**src/rtl/reg_dump_unit.sv**
```systemverilog
`default_nettype none
// ============================================================================
// Module      : reg_dump_unit
// Description : Walks a register index range through one register-file read
//               port and streams each word out over valid/ready.
//               Optional macro REG_DUMP_CHECKSUM_EN appends a sum beat.
// Revision    : 1.0 - initial release
// ============================================================================
module reg_dump_unit #(
    parameter int NUM_REGS = 32,
    parameter int ADDR_W   = 5,
    parameter int DATA_W   = 32
) (
    input  logic              clk,
    input  logic              reset,
    input  logic              start,
    input  logic [ADDR_W-1:0] first_idx,
    input  logic [ADDR_W-1:0] last_idx,
    output logic [ADDR_W-1:0] rd_addr,
    input  logic [DATA_W-1:0] rd_data,
    output logic [DATA_W-1:0] dout,
    output logic [ADDR_W-1:0] dout_idx,
    output logic              dout_valid,
    input  logic              dout_ready,
    output logic              dout_last,
    output logic              busy,
    output logic              done
);

    localparam logic [ADDR_W-1:0] c_ONE      = {{(ADDR_W-1){1'b0}}, 1'b1};
    localparam logic [ADDR_W-1:0] c_LAST_REG = ADDR_W'(NUM_REGS - 1);

    typedef enum logic [2:0] {
        S_IDLE  = 3'd0,
        S_FETCH = 3'd1,
        S_SEND  = 3'd2,
        S_CSUM  = 3'd3,
        S_DONE  = 3'd4
    } state_t;

    state_t            r_state;
    state_t            w_next;
    logic [ADDR_W-1:0] r_cnt;
    logic [ADDR_W-1:0] r_end;
    logic [DATA_W-1:0] r_dout;
    logic [ADDR_W-1:0] r_dout_idx;
    logic              r_valid;
    logic              r_last;
    logic              r_busy;
    logic              r_done;
    logic              w_hs;
    logic              w_at_end;
    logic [ADDR_W-1:0] w_cnt_inc;
`ifdef REG_DUMP_CHECKSUM_EN
    logic [DATA_W-1:0] r_sum;
`endif

    assign w_hs      = r_valid & dout_ready;
    assign w_at_end  = (r_cnt == r_end);
    // Indices past the last implemented register wrap back to zero.
    assign w_cnt_inc = (r_cnt == c_LAST_REG) ? '0 : r_cnt + c_ONE;

    always_ff @(posedge clk) begin
        if (reset) begin
            r_state <= S_IDLE;
        end else begin
            r_state <= w_next;
        end
    end

    always_comb begin
        w_next = r_state;
        case (r_state)
            S_IDLE:  if (start) w_next = S_FETCH;
            S_FETCH: w_next = S_SEND;
            S_SEND: begin
                if (w_hs) begin
                    if (w_at_end) begin
`ifdef REG_DUMP_CHECKSUM_EN
                        w_next = S_CSUM;
`else
                        w_next = S_DONE;
`endif
                    end else begin
                        w_next = S_FETCH;
                    end
                end
            end
            S_CSUM:  if (w_hs) w_next = S_DONE;
            S_DONE:  w_next = S_IDLE;
            default: w_next = S_IDLE;
        endcase
    end

    always_ff @(posedge clk) begin
        if (reset) begin
            r_cnt      <= '0;
            r_end      <= '0;
            r_dout     <= '0;
            r_dout_idx <= '0;
            r_valid    <= 1'b0;
            r_last     <= 1'b0;
            r_busy     <= 1'b0;
            r_done     <= 1'b0;
`ifdef REG_DUMP_CHECKSUM_EN
            r_sum      <= '0;
`endif
        end else begin
            r_done <= 1'b0;
            case (r_state)
                S_IDLE: begin
                    if (start) begin
                        r_cnt  <= first_idx;
                        r_end  <= last_idx;
                        r_busy <= 1'b1;
`ifdef REG_DUMP_CHECKSUM_EN
                        r_sum  <= '0;
`endif
                    end
                end
                S_FETCH: begin
                    // rd_data is sampled here, so a same-edge write is not seen.
                    r_dout     <= rd_data;
                    r_dout_idx <= r_cnt;
                    r_valid    <= 1'b1;
`ifdef REG_DUMP_CHECKSUM_EN
                    r_last     <= 1'b0;
`else
                    r_last     <= w_at_end;
`endif
                end
                S_SEND: begin
                    if (w_hs) begin
                        r_valid <= 1'b0;
`ifdef REG_DUMP_CHECKSUM_EN
                        r_sum   <= r_sum + r_dout;
`endif
                        if (w_at_end) begin
`ifdef REG_DUMP_CHECKSUM_EN
                            r_dout     <= r_sum + r_dout;
                            r_dout_idx <= '0;
                            r_last     <= 1'b1;
                            r_valid    <= 1'b1;
`endif
                        end else begin
                            r_cnt <= w_cnt_inc;
                        end
                    end
                end
                S_CSUM: begin
                    if (w_hs) r_valid <= 1'b0;
                end
                S_DONE: begin
                    r_done <= 1'b1;
                    r_busy <= 1'b0;
                end
                default: ;
            endcase
        end
    end

    assign rd_addr    = r_cnt;
    assign dout       = r_dout;
    assign dout_idx   = r_dout_idx;
    assign dout_valid = r_valid;
    assign dout_last  = r_last;
    assign busy       = r_busy;
    assign done       = r_done;

endmodule
`default_nettype wire

```
**config.mk**
```make
export PLATFORM = sky130hd
export DESIGN_NAME = reg_dump_unit
export DESIGN_NICKNAME = d
export VERILOG_FILES = /design/src/rtl/reg_dump_unit.sv
export SDC_FILE = /design/constraint.sdc
export NUM_CORES = 1
export LEC_CHECK = 0
export ABC_AREA = 1
export BUFFER_PORTS_ARGS = -buffer_cell sky130_fd_sc_hd__buf_2
export CAP_MARGIN = 40
export CORE_MARGIN = 5
export CORE_UTILIZATION = 42
export CTS_CLUSTER_DIAMETER = 120
export DETAILED_ROUTE_END_ITERATION = 7
export GPL_ROUTABILITY_DRIVEN = 0
export PLACE_DENSITY = 0.74
export SLEW_MARGIN = 20
export SYNTH_ARGS = -nofsm -noshare
export SYNTH_HDL_FRONTEND = slang
export SYNTH_SLANG_ARGS = --single-unit
```
**constraint.sdc**
```tcl
create_clock -name clk -period 1.55 [get_ports clk]
set_clock_uncertainty 0.15 [all_clocks]
set_input_delay 0.31 -clock clk [delete_from_list [all_inputs] [get_ports clk]]
set_output_delay 0.31 -clock clk [all_outputs]
set_load 0.03 [all_outputs]
```
==> impl_summary.md <==
Run status
The flow ran to the end, but the final reports show violations. The checks that failed: negative setup slack.

Layout
The fraction of final layout cells with drive strength greater than 1 is between 30 and 40%. The library cell used most frequently in the layout, excluding fill and tap cells, is buf_2. Leaving out fill and tap cells, the most frequent cells in the layout are buf_2 (91), nor2_1 (79), dfxtp_1 (49). Fill cells in the final layout number 500. 0 antenna diodes ended up in the layout. Measured on the finished design, the core utilization comes to 57.5%. The net count of the finished layout is 434. The area growth from synthesis to layout is 34.5%.

Pwr
The cell leakage power is approximately 0.0015 uW. Power spread over the standard cell area amounts to approximately 2300 nW/um2. The worst voltage drop across the vdd grid is 1160 uV.

The design draws ~6700 uW.

Clock network
The later pin in the worst-skew pair is clocked with a latency of ~300 ps. The tree is rooted in a clkbuf_8. After clock tree synthesis, the clock-pin slew on the worst setup and hold paths is about 90 ps. In this run the deepest clock path goes through 2 buffers. CTS built an H-tree with a depth of 2. The count of clock tree sinks is between 50 and 60. TritonCTS built the clock tree. The count of buffers added by post-CTS timing repair for setup is 0. In this run, post-CTS hold repair placed 0 buffers. The number of buffers created by CTS is 5.

Worst setup path
The worst setup path is captured at a flip-flop. The critical path required time is 1630 ps. The largest fanout on the critical path is 2. The worst setup path is of the flip-flop to flip-flop kind. The worst endpoint data arrival time is about 1600 ps. The element type at the critical path start is a flip-flop.

Synth
Synthesis produced between 200 and 300 cells. Summing the areas of all and, or, nand and nor instances in the mapped netlist gives approximately 25% of the synthesized area. The total nets after synthesis is between 300 and 400.

Of the total synthesized cell area, the portion taken by XOR and XNOR cells is under 10%. After synthesis, the mean cell area works out to ~7.5 um2. Yosys printed 0 warnings. The synthesized netlist devotes between 10% and 20% of its cell area to compound gates.

The post-synthesis instance area is between 2000 and 2500 um2. Of the synthesized area, sequential elements account for 49.8%. The main combinational cell family by area after synthesis is simple AND/OR/NAND/NOR gates. After synthesis the netlist holds a flip-flop and latch count of 54.

The share of cell area taken by muxes after synthesis is 0%. The distinct cell type count of the synthesized netlist is 26. Of the total synthesized cell area, the portion taken by full adders, half adders and majority gates is about 1.2%.

Routing
The count of nets left with antenna violations once routing finished came out at 0. For this block, the routed nets add up to around 5400 um of wire. Using the TritonRoute via totals, the vias-per-cell ratio works out to ~4.6. The routed via count is about 2100. In the final routed layout, each cell accounts on average for 11.9 um. The first detailed-routing pass took 4 iterations.

The post-detailed-route DRC marker count is 0. After the first detailed-routing iteration, the DRC count stood at 47.

Timing
The number of pins exceeding their max-slew limit in the final report is 0. The worst path in the final design needs a cycle of around 1600 ps, including I/O delays and setup. The count of final hold-check violations is 0. Measured against its own limit, the worst slew margin works out to between 80% and 90%. After layout, the worst path uses 100% of the clock period.

The transition at the pin with the smallest max-transition slack is about 230 ps. Setup repair after global routing could not meet its margin everywhere. The setup violation total in the final timing report is 1. The final setup slack of the worst path is -7.30 ps. Hold timing on the final database bottoms out at a slack of a little under 80 ps. The peak clock frequency supported by timing is roughly 640 MHz.

Place
The half-perimeter wire length after placement is roughly 3900 um. The worst slack after detailed placement is -23.7 ps. The number of I/O port buffers is between 90 and 100.

GRT
Global routing used 16.4% of the available tracks. The first global-routing pass estimated about 8700 um of wire. The number of antenna violations at the first check in global routing is 0. For this run the aggregate overflow at the end of global routing stands at 0. The via count of the first global-routing pass is between 2000 and 2500. Entering global routing, the biggest net connects 29 pins.

Floorplan
The initial utilization of the core area, before any placement, comes to a little over two fifths. The full die area is approximately 6700 um2. Measured along the x axis, the die boundary spans between 80 and 90 um. The die boundary height is 81.9 um.

The number of placement rows is 26. The core region is 5070 um2. The number of top-level pins is 92.

Worst hold path
The type of the tightest min-delay check is input port to flip-flop.

Run
The total of max-cap violations is 0.
registers in the layout, indices dropped and copies added, names as in the netlist:
signal and cells:
dout_last 1, rd_addr 5, r_end 5, dout_idx 5
r_state 3, busy 1, done 1, dout 32
dout_valid 1
stage by stage:
step                      TNS [ps]  cell area [um2]  std cells
after CTS                    -14.6             2880        456
after global routing          -499             2920        456
after detailed placement     -40.2             2790        449
after global placement      -0.412             2790        449
after floorplan              -18.8             2200        289
final                        -7.30             2920        456
synthesized netlist by cell type:
master / n / area share [%]
nor2_1: 79 / 14
dfxtp_1: 54 / 50
o21ai_0: 39 / 9.0
nand2_1: 31 / 5.4
a21oi_1: 18 / 4.2
inv_1: 12 / 2.1
clkbuf_1: 9 / 1.6
inv_2: 7 / 1.2
o21ai_1: 6 / 1.4
nand2_2: 5 / 1.4
nand3_2: 5 / 2.3
nand3_1: 4 / 0.92
buf_2: 3 / 0.69
buf_4: 2 / 0.69
ha_1: 2 / 1.2
nor2_2: 2 / 0.58
xor2_1: 2 / 0.81
a21boi_0: 1 / 0.35
a21oi_2: 1 / 0.40
a22oi_1: 1 / 0.35
buf_6: 1 / 0.52
clkinv_1: 1 / 0.17
nor3_2: 1 / 0.46
or2_1: 1 / 0.29
or2_2: 1 / 0.29
xnor2_1: 1 / 0.40
per-layer routing:
metal,part of all wire (%),GRT usage [%],wire length [um]
met1,45,20.0,2420
met2,46,27.2,2460
met4,0.94,4.98,51
met3,8.8,5.81,476
met5,0,0,0
critical path, cell delays in order, from the launching register on:
cell and delay, ps:
dfxtp_4 360, ha_4 150, nand2_1 50, nor2_1 40
ha_2 170, or2_4 220, o21ai_2 100, inv_1 50
nand3_2 60, nand2_1 40, nor2_1 90
power breakdown:
group	switching, uW	internal [uW]
clock network	435	311
logic	2470	1190
registers	324	1950
total	3230	3450
final timing paths:
check / slack (ps) / depth (start not counted) / end / startpoint
worst max-delay path: -7 / 10 / rd_addr[0] / rd_addr[1]
worst max register to register: -7 / 10 / rd_addr[0] / rd_addr[1]
worst min-delay path: 80 / 3 / dout[0] / rd_data[0]
worst min register to register: 320 / 2 / busy / busy
layout make-up:
type	count	area, um2	share of cell area (%)
clock buffer	5	68.8	2.36
inverter	20	80.1	2.74
timing repair buffer	105	573	19.6
sequential	54	1090	37.4
clock inverter	2	13.8	0.471
tap	70	87.6	3.00
multi-input combinational	200	1000	34.4
timing repair:
item                                    4_1_cts  5_1_grt
endpoints found under the hold margin         0        0
pin swaps                                     1        3
resized for setup                             2        9
endpoints found under the setup margin        5        7
cells by family after synthesis:
logic type,Yosys count
xor gates and xnor gates,3
and+or+nand+nor,129
AOI/OAI and AO/OA,66
buffers and inverters,35
adders and majority gates,2
DFF,54
No activity file was read; power rests on OpenSTA's default activity.
